File: config.mk
export PLATFORM = sky130hd
export DESIGN_NAME = store_buffer
export DESIGN_NICKNAME = d
export VERILOG_FILES = /design/src/rtl/sb_pkg.sv /design/src/rtl/sb_fwd_match.sv /design/src/rtl/store_buffer.sv
export SDC_FILE = /design/constraint.sdc
export NUM_CORES = 1
export LEC_CHECK = 0
export ABC_AREA = 1
export BUFFER_PORTS_ARGS = -buffer_cell sky130_fd_sc_hd__buf_2
export CELL_PAD_IN_SITES_DETAIL_PLACEMENT = 0
export CELL_PAD_IN_SITES_GLOBAL_PLACEMENT = 2
export CORE_ASPECT_RATIO = 1.75
export CORE_MARGIN = 2
export CORE_UTILIZATION = 34
export DETAILED_ROUTE_END_ITERATION = 8
export PLACE_DENSITY_LB_ADDON = 0.1
export REMOVE_ABC_BUFFERS = 1
export SLEW_MARGIN = 40
export SYNTH_ARGS = -nofsm -noshare
export SYNTH_HDL_FRONTEND = slang
export SYNTH_HIERARCHICAL = 1
export SYNTH_SLANG_ARGS = --single-unit
File: constraint.sdc
create_clock -name clk -period 5.6 [get_ports clk]
set_input_delay 0.84 -clock clk [delete_from_list [all_inputs] [get_ports clk]]
set_output_delay 0.84 -clock clk [all_outputs]
set_load 0.01 [all_outputs]
File: src/rtl/sb_pkg.sv
// Shared types for the store buffer: entry layout and word-offset width.
// Latency: n/a (types and constants only).
// Backpressure: n/a.
package sb_pkg;

    // Byte-offset bits dropped from DataAdrM; the buffer is word granular.
    localparam int WORD_LSB = 2;
    localparam int ADDR_W   = 32 - WORD_LSB;

    typedef struct packed {
        logic              valid;
        logic [ADDR_W-1:0] addr;
        logic [31:0]       data;
    } sb_entry_t;

endpackage

File: src/rtl/sb_fwd_match.sv
// Youngest-match search over the buffered stores for M-stage load forwarding.
// Latency: purely combinational.
// Backpressure: none; always produces a result.
module sb_fwd_match
    import sb_pkg::*;
#(
    parameter int DEPTH = 4,
    parameter int AW    = 2
) (
    input  sb_entry_t         entries_i [DEPTH],
    input  logic [AW-1:0]     tail_i,
    input  logic [ADDR_W-1:0] addr_i,
    output logic              hit_o,
    output logic [31:0]       data_o
);

    logic [AW-1:0] idx;

    // Walk from the oldest slot (tail-DEPTH) to the youngest (tail-1); later
    // matches overwrite earlier ones, so the youngest match wins.
    always_comb begin
        hit_o  = 1'b0;
        data_o = '0;
        idx    = '0;
        for (int k = DEPTH; k >= 1; k--) begin
            idx = tail_i - AW'(k);
            if (entries_i[idx].valid && (entries_i[idx].addr == addr_i)) begin
                hit_o  = 1'b1;
                data_o = entries_i[idx].data;
            end
        end
    end

endmodule

File: src/rtl/store_buffer.sv
// Circular store FIFO between M stage and data memory, with load forwarding.
// Latency: a store pushed at edge N is presented to memory after edge N.
// Backpressure: StallSB holds the pipeline while full; drains on MemWe & MemReady.
module store_buffer
    import sb_pkg::*;
#(
    parameter int DEPTH = 4,
    parameter int AW    = 2
) (
    input  logic        clk,
    input  logic        reset,
    input  logic        MemWriteM,
    input  logic [31:0] DataAdrM,
    input  logic [31:0] WriteDataM,
    input  logic        MemReadM,
    output logic        FwdHitM,
    output logic [31:0] FwdDataM,
    output logic        StallSB,
    output logic        MemWe,
    output logic [31:0] MemAdr,
    output logic [31:0] MemWd,
    input  logic        MemReady,
    output logic        SBEmpty
);

    sb_entry_t     entries_q [DEPTH];
    sb_entry_t     entries_d [DEPTH];
    logic [AW-1:0] head_q, head_d;
    logic [AW-1:0] tail_q, tail_d;
    logic [AW:0]   count_q, count_d;

    logic          full, empty, push, pop;
    logic          match_hit;
    logic [31:0]   match_data;
    logic          unused_lsb;

    // Loads and stores share DataAdrM; the byte offset is irrelevant here.
    assign unused_lsb = ^DataAdrM[WORD_LSB-1:0];

    assign full  = (count_q == (AW+1)'(DEPTH));
    assign empty = (count_q == '0);
    // A full buffer refuses the store even if the head pops this cycle.
    assign push  = MemWriteM & ~full;
    assign pop   = MemWe & MemReady;

    assign StallSB = MemWriteM & full;
    assign SBEmpty = empty;
    assign MemWe   = ~empty;
    assign MemAdr  = empty ? 32'h0 : {entries_q[head_q].addr, {WORD_LSB{1'b0}}};
    assign MemWd   = empty ? 32'h0 : entries_q[head_q].data;

    // Forwarding only sees registered entries, so a same-cycle store is not
    // visible, while a head being popped this cycle still is.
    sb_fwd_match #(
        .DEPTH (DEPTH),
        .AW    (AW)
    ) u_fwd (
        .entries_i (entries_q),
        .tail_i    (tail_q),
        .addr_i    (DataAdrM[31:WORD_LSB]),
        .hit_o     (match_hit),
        .data_o    (match_data)
    );

    assign FwdHitM  = MemReadM & match_hit;
    assign FwdDataM = (MemReadM & match_hit) ? match_data : 32'h0;

    // Next-state: retire the head on pop, write the tail on push, track count.
    always_comb begin
        entries_d = entries_q;
        head_d    = head_q;
        tail_d    = tail_q;
        count_d   = count_q;
        if (pop) begin
            entries_d[head_q].valid = 1'b0;
            head_d = head_q + AW'(1);
        end
        if (push) begin
            entries_d[tail_q] = '{valid: 1'b1,
                                  addr:  DataAdrM[31:WORD_LSB],
                                  data:  WriteDataM};
            tail_d = tail_q + AW'(1);
        end
        case ({push, pop})
            2'b10:   count_d = count_q + (AW+1)'(1);
            2'b01:   count_d = count_q - (AW+1)'(1);
            default: count_d = count_q;
        endcase
    end

    // State registers; reset discards every buffered store.
    always_ff @(posedge clk) begin
        if (reset) begin
            for (int i = 0; i < DEPTH; i++) begin
                entries_q[i] <= '0;
            end
            head_q  <= '0;
            tail_q  <= '0;
            count_q <= '0;
        end else begin
            entries_q <= entries_d;
            head_q    <= head_d;
            tail_q    <= tail_d;
            count_q   <= count_d;
        end
    end

endmodule
* Word-level counts from Yosys, hierarchy flattened *
Index checks and enable logic that the tools add are counted.

word-level totals
  bits in registers = 259
  input port bits = 69
  output and inout bits = 100
  logic and storage cells = 90

operators by class
  add/subtract/negate cells = 7
  magnitude comparators = 7
  eq/ne operators = 7
  muxes and demuxes = 35
  bitwise operators = 11
  reductions and logical operators = 8

operators by type and width
  kind                                                        number
  binary-select mux 63 bit (select 2 bit)                     5
  2-to-1 mux 63 bit                                           10
  bitwise mux 252 bit                                         2
  2-to-1 mux 252 bit                                          2
  demux 63 bit (select 2 bit)                                 2
  2-to-1 mux 32 bit                                           7
  2-to-1 mux 62 bit                                           2
  == test 30 bit                                              4
  >= comparator 3 bit, second input constant                  5
  NOT 2 -> 3 bit                                              5
  logical AND 1 bit                                           6
  less-than comparator 3 x 1 -> 1 bit, second input constant  2
  case mux 3 bit (2 select lines)                             1
  adder 2 x 1 -> 2 bit, second input constant                 2
  AND 1 bit                                                   4
  2-to-1 mux 1 bit                                            4
  subtractor 2 bit, second input constant                     2
  adder 3 x 1 -> 3 bit, second input constant                 1
  == test 3 bit, second input constant                        1
  zero test 3 bit                                             1
  subtractor 3 x 1 -> 3 bit, second input constant            1
  == test 2 x 1 -> 1 bit, second input constant               1
  == test 2 bit, second input constant                        1
  NOT 1 bit                                                   2
  2 further kinds                                             2

* Depth between registers and ports, before layout *
Gate-level depths: netlist of the first run.

  depth in word-level cells = 12
  mapped depth = 24

* By module *
Netlist of the first run, hierarchy kept.

by module, submodules not included
  module        instances  cells an instance  area an instance (um^2)
  store_buffer  1          2,078              12,789.8
  sb_fwd_match  1          2,235              9,908.3

* Worst setup path before layout of the first run *
OpenSTA, ideal clock, no wires.

  path type = reg2out
  from = register tail_q[0]
  to = output port FwdDataM[22]
  data arrival time = 2.454 ns
  data required time = 4.760 ns
  setup slack = 2.306 ns
  cell stages (with the launch flop) = 19
  buffers on the path = 5
  cell sequence = dfxtp_1 > inv_1 > buf_4 > buf_6 > buf_6 > nand2_1 > nand3_1 > nand2_1 > xor2_1 > nand3_1 > nor2_1 > nand2_1 > nor2_4 > nand2_1 > buf_2 > nand4_1 > nand2_1 > clkbuf_1 > nor2_1

between the ends
  cells in the longest elaborated chain, start to end = 12

ends and longest elaborated chain
  element                                                                                                 RTL line                                source
  start, declared                                                                                         store_buffer.sv:29                      logic [AW-1:0] tail_q, tail_d;
  start signal, assigned                                                                                  store_buffer.sv:103                     tail_q <= tail_d;
  subtractor 2 bit / NOT 2 -> 3 bit (equally long branches)                                               sb_fwd_match.sv:26, sb_fwd_match.sv:27
  NOT 2 -> 3 bit (not written as such) / binary-select mux 63 bit (select 2 bit) (equally long branches)  sb_fwd_match.sv:27                      if (entries_i[idx].valid && (entries_i[idx].addr == addr_i)) begin
  binary-select mux 63 bit (select 2 bit) / 2-to-1 mux 63 bit (equally long branches)                     sb_fwd_match.sv:27, sb_fwd_match.sv:29
  2-to-1 mux 63 bit (not written as such)                                                                 sb_fwd_match.sv:29                      data_o = entries_i[idx].data;
  2-to-1 mux 63 bit (not written as such) / == test 30 bit (equally long branches)                        sb_fwd_match.sv:27
  == test 30 bit / logical AND 1 bit (equally long branches)                                              sb_fwd_match.sv:27
  logical AND 1 bit / 2-to-1 mux 1 bit (equally long branches)                                            sb_fwd_match.sv:27
  2-to-1 mux 1 bit (2 in series)                                                                          sb_fwd_match.sv:27
  2-to-1 mux 1 bit (*)                                                                                    sb_fwd_match.sv:27
  net match_hit                                                                                           store_buffer.sv:33                      logic match_hit;
  AND 1 bit (*)                                                                                           store_buffer.sv:66                      assign FwdDataM = (MemReadM & match_hit) ? match_data : 32'h0;
  2-to-1 mux 32 bit (*)                                                                                   store_buffer.sv:66
  end, declared                                                                                           store_buffer.sv:17                      output logic [31:0] FwdDataM,

The timed path passes the listed nets; every way through them passes the cells marked *. The select of a mux whose other input is x is not followed.

* Worst setup path in the final report of the first run *
  from = register tail_q[0]
  to = output port FwdDataM[29]

Same word-level chain as after synthesis.

==> flow_metrics.tcl, run 1 <==
set metrics [dict create \
    synth_seq_cells 259 \
    wl_per_cell_um 17.5 \
    seq_area_frac_synth_pct 22.8 \
    synth_most_common_cell "nand2_1" \
    yosys.area.top_type "nand2_1" \
    synth_top_family_by_area "simple AND/OR/NAND/NOR gates" \
    pre_cts_ws_ns 0.748 \
    yosys.area_share.simple_pct 44.0 \
    ios 169 \
    hp-class "flip-flop to flip-flop" \
    yosys-top-cells-count "nand2_1, nor2_1, inv_1" \
    grt_pass1_wl_um 140000 \
    period_needed_ns 5.30 \
    coreArea_um2 66200 \
    numPortBuffers 164 \
    critPathKind "flip-flop to output port" \
    synthXorXnorAreaFrac_pct 0.695 \
    synthTopCellsByArea "nand2_1, dfxtp_1, nor2_1" \
    die_height_um 346 \
    track_usage_pct 26.5 \
    status "finished, final reports clean" \
    synthAdderAreaFrac_pct 0.584 \
    htreeDepth 2 \
    wirelength_um 91200 \
    synth_flop_cell "dfxtp_1" \
    vias_per_cell 4.85 \
    slew-limit-headroom_pct 47.9 \
    synthArstFlopShare_pct 0 \
    ys_warn_count 6 \
    slowest_stage "dfxtp_4" \
    cp_max_fo 33 \
    synth_compound_area_share_pct 15.6 \
    critPathCaptureType "output port" \
    power.density_nw_per_um2 353 \
    post_cts_buffers 0 \
    skew_ns 0.0220 \
    layout.nets 4366 \
    cts_resized 0 \
    max-cap-violations 0 \
    netlist_area_um2 22700 \
    synth-edff-count 0 \
    gp_congestion 0.848 \
    syn_to_final_growth_pct 9.44 \
    start_kind "flip-flop" \
    cts_hold_buf 0 \
    clkLatencyLatePin_ns 0.58 \
    place_area_um2 23700 \
    cpMostUsedCell "nand2_1" \
    slowest_delay_ns 0.44 \
    dp.cells 5139 \
    path_cells "inv_6, nand2_1, nand2_8, buf_4, nand2_1, o21ai_0, xor2_1, nand2_1, nor3_1, nand2_1, nor2_1, nand2_2, buf_4, nand4_1, nand2_1, buf_4, nor2_1, buf_2" \
    drc 0 \
    fmax_ghz 0.189 \
    cts_sinks 259 \
    fp.dieW_um 199 \
    setup_violations 0 \
    root_buffer "clkbuf_16" \
    postSynthAreaPerCell_um2 5.26 \
    final_layout_size_suffix_gt1_share_pct 7.10 \
    vdd_ir_drop_max_v 0.000381 \
    hold_viol 0 \
    yosysTopAreaCellShare_pct 28.6 \
    crit_arrival_ns 4.46 \
    instances_no_fill 5198 \
    drt_iter0_drc 1214 \
    required_ns 4.76 \
    cts_inserted_buffers 34 \
    clkTransAtPathRegs_ns 0.06 \
    cts_tree "done" \
    rsz0062_at_grt "false" \
    drt_first_pass_iters 5 \
    grt_overflow 0 \
    fin_crit_sh_pct 94.7 \
    tightest_slew_ns 0.782 \
    worst_slack_ns 0.299 \
    start_util_pct 34.3 \
    post_synth_num_cell_types 37 \
    synthCells 4313 \
    synth.area.mux_share_pct 1.41 \
    antenna_found_initial 8 \
    vias 25200 \
    dp_hpwl_um 60500 \
    final_area_um2 24800 \
    grt_max_degree 127 \
    die_area_um2 68900 \
    antenna_left 0 \
    grt_pass1_vias 24000 \
    ctsLongestPathBuffers 3 \
    slew_viol_final 0 \
    power.leakage_nw 12.7 \
    fp-row-count 125 \
]
[area by class of cell]
| cell class | count | area [µm²] |
|---|---|---|
| clock buffer | 52 | 1050 |
| fill | 7731 | 41300 |
| multi-input combinational | 3284 | 14200 |
| clock inverter | 4 | 23.8 |
| tap | 889 | 1110 |
| sequential | 259 | 5200 |
| inverter | 494 | 1890 |
| antenna | 2 | 5.00 |
| timing repair buffer | 214 | 1390 |
[stage by stage]
| step | utilization, % | hold slack, ns | power, mW | TNS [ns] |
|---|---|---|---|---|
| after floorplan | - | 0.433 | 5.02 | -1345.64 |
| after CTS | 37.5 | 0.466 | 8.88 | 0 |
| after global routing | 37.5 | 0.516 | 9.46 | 0 |
| final | 37.5 | 0.464 | 8.76 | 0 |
| after detailed placement | 35.9 | 0.457 | 6.58 | 0 |
| after global placement | 35.9 | 0.452 | 6.58 | 0 |
[cell families (layout without fill, tap and decap cells)]
kind of cell | after synthesis | after routing
AOI/OAI and AO/OA | 671 | 671
xor gates and xnor gates | 18 | 18
adders and majority gates | 10 | 10
buffers and inverters | 771 | 764
DFF | 259 | 259
muxes | 32 | 32
other | 1 | 4
and+or+nand+nor | 2551 | 2551
[state kept, by name, summed over array words and instances (netlist names)]
name and count:
entries_q 252, tail_q 2, count_q 3, head_q 2
[path summary, 6_finish.rpt]
check                 start              to  slack (ns)  depth (start not counted)
max reg2reg       tail_q[0]  entries_q[214]        2.79                          8
max               tail_q[0]    FwdDataM[29]        0.30                         18
min reg2reg  entries_q[125]  entries_q[125]        0.46                          2
min          entries_q[125]  entries_q[125]        0.46                          2
[power breakdown]
group	leakage, nW	internal [mW]	switching (mW)
logic	10.0	1.24	2.92
registers	2.12	2.07	0.297
clock network	0.534	1.28	0.953
[layout by cell type (no fill, tap or decap), drive strengths merged, types with 2 or more instances in the layout]
| cell | count |
|---|---|
| nor2 | 592 |
| nand4 | 14 |
| a21oi | 193 |
| o211ai | 67 |
| clkinv | 11 |
| or2 | 9 |
| buf | 214 |
| o22ai | 4 |
| ha | 9 |
| dfxtp | 259 |
| nand2 | 1733 |
| diode | 2 |
| and2 | 2 |
| mux2i | 32 |
| xor2 | 18 |
| o21ai | 404 |
| conb | 2 |
| nand3 | 198 |
| inv | 487 |
| nor3 | 2 |
| clkbuf | 52 |
[per-layer routing]
layer	GRT usage (%)	part of all wire (%)	wire, µm
met2	49.6	51	47000
met5	0	0.10	93
met3	3.38	3.8	3440
met4	9.56	3.8	3440
met1	30.1	41	37300
[worst max-delay path, delay by kind of cell (launching register included)]
family / cells / cell delay (ns)
compound gates: 1 / 0.10
xor+xnor: 1 / 0.29
flops: 1 / 0.44
buf+inv: 5 / 1.27
simple gates: 11 / 1.71
Power figures use the tool's default switching activity.
==> run 2, diff against run 1 <==
Settings changed: CORE_UTILIZATION 34 to 31.
Clock period 5.6 ns to 5.97 ns, I/O delays scaled along.
==> run 2 against run 1 <==
Net effect: final cell count grew 0.85%; first-iteration DRC count up 22%; register-to-register slack gained 0.13 ns; hold slack better by 0.0020 ns.
==> flow_metrics.tcl, run 2 (synthesis results as in run 1) <==
set metrics [dict create \
    gp_congestion 0.868 \
    rr_worst_depth 10 \
    required_ns 5.07 \
    final_cell_mix "nand2_1, nor2_1, inv_1, o21ai_0, dfxtp_1" \
    cpMostUsedCell "nand2_1" \
    antenna_left 0 \
    slew-limit-headroom_pct 38.5 \
    grt_pass1_vias 23800 \
    fmax_ghz 0.180 \
    cp-startpoint "tail_q[1]" \
    track_usage_pct 24.2 \
    final_common_cell "nand2_1" \
    cp_max_fo 52 \
    drt_iter0_drc 1476 \
    wirelength_um 92600 \
    fp-row-count 131 \
    wl_per_cell_um 17.7 \
    hold-worst-slack_ns 0.466 \
    cts_hold_buf 0 \
    n_fill_cell 8590 \
    met3_usage_pct 2.98 \
    status "finished, final reports clean" \
    vias 25100 \
    crit_arrival_ns 4.66 \
    start_util_pct 31.2 \
    r2r_start "tail_q[0]" \
    power.leakage_nw 12.7 \
    skew_ns 0.0259 \
    coreArea_um2 72800 \
    hp-class "flip-flop to flip-flop" \
    cts_tree "done" \
    vdd_ir_drop_max_v 0.000269 \
    htreeDepth 2 \
    top_register "entries_q" \
    layout.nets 4367 \
    setup_violations 0 \
    rsz0062_at_grt "false" \
    root_buffer "clkbuf_16" \
    grt_overflow 0 \
    hold_viol 0 \
    syn_to_final_growth_pct 9.69 \
    max-cap-violations 0 \
    drt_first_pass_iters 6 \
    slowest_stage "nand2_2" \
    final_area_um2 24900 \
    rrSetupSlack_ns 2.92 \
    start_kind "flip-flop" \
    critPathCaptureType "output port" \
    ios 169 \
    power.density_nw_per_um2 331 \
    grt.met1_usage_pct 27.5 \
    grt-busiest-layer "met2" \
    seqCellArea_um2 5200 \
    period_needed_ns 5.56 \
    reg.largest.list "entries_q (252), count_q (3)" \
    vias_per_cell 4.80 \
    antenna_found_initial 6 \
    cts_resized 0 \
    final_layout_size_suffix_gt1_share_pct 7.26 \
    fp.dieW_um 209 \
    grt_pass1_wl_um 141000 \
    multi_input_area_um2 14200 \
    die_area_um2 75500 \
    clkLatencyLatePin_ns 0.58 \
    grt_max_degree 183 \
    crit_path_end "FwdDataM[29]" \
    numPortBuffers 164 \
    drc 0 \
    slowest_delay_ns 0.58 \
    ctsLongestPathBuffers 3 \
    slew_viol_final 0 \
    dp_hpwl_um 60500 \
    fin_crit_sh_pct 93.1 \
    r2r_end "entries_q[114]" \
    post_cts_buffers 0 \
    cts_sinks 259 \
    clkTransAtPathRegs_ns 0.07 \
    use_met2_pct 45.3 \
    place_area_um2 23700 \
    die_height_um 362 \
    critPathKind "flip-flop to output port" \
    path_cells "buf_4, nand2_1, nand2_4, nand3_1, nand2_1, nand2_1, nand2_1, nand2_1, nor2_1, nand2_1, nor2_4, nand2_2, nand2_2, buf_4, nand2_1, nand2_1, nand2_1, nand2_1, inv_1, nor2_1, buf_2" \
    tightest_slew_ns 0.923 \
    n_antenna_cell 0 \
    largest_reg_flops 252 \
    cts_inserted_buffers 34 \
]
[run 2: metal layers]
layer / routed length (µm) / share of wire [%] / vias up
met5: 68 / 0.073 / -
met4: 3990 / 4.3 / 10
met3: 3590 / 3.9 / 160
met2: 46700 / 50 / 479
met1: 38200 / 41 / 11300
li1: - / - / 13200
[run 2: final cells by class]
class	instances	share of cell area (%)
tap	931	4.68
clock inverter	12	0.432
timing repair buffer	215	5.55
inverter	494	7.54
sequential	259	20.9
multi-input combinational	3284	56.9
clock buffer	47	4.02
[run 2: through the flow]
| step | cells | power, mW | utilization (%) | setup TNS [ns] | setup slack (ns) |
|---|---|---|---|---|---|
| final | 5242 | 8.24 | 34.2 | 0 | 0.411 |
| after global routing | 5242 | 8.91 | 34.2 | 0 | 0.0477 |
| after CTS | 5240 | 8.38 | 34.1 | 0 | 0.345 |
| after detailed placement | 5181 | 6.17 | 32.6 | 0 | 0.996 |
| after global placement | 5178 | 6.17 | 32.5 | 0 | 1.01 |
| after floorplan | 4037 | 4.71 | - | -1241.29 | -11.55 |
[run 2: critical path, delay by kind of cell (launching register included)]
kind / cells / cell delay [ns]
DFF: 1 / 0.48
buffers and inverters: 4 / 0.82
and+or+nand+nor: 17 / 2.75
[run 2: worst min path at each step]
stage                     cells after the start        endpoint  slack (ns)            from
after floorplan                               2  entries_q[125]        0.43  entries_q[125]
after global placement                        2  entries_q[125]        0.45  entries_q[125]
after global routing                          2  entries_q[125]        0.49  entries_q[125]
final                                         2  entries_q[125]        0.47  entries_q[125]
after CTS                                     2  entries_q[125]        0.47  entries_q[125]
after detailed placement                      2  entries_q[125]        0.46  entries_q[125]
[run 2: power by group]
group | internal (mW) | leakage, nW | switching (mW)
Clock | 1.22 | 0.556 | 0.931
Sequential | 1.94 | 2.12 | 0.263
Combinational | 1.15 | 10.0 | 2.74
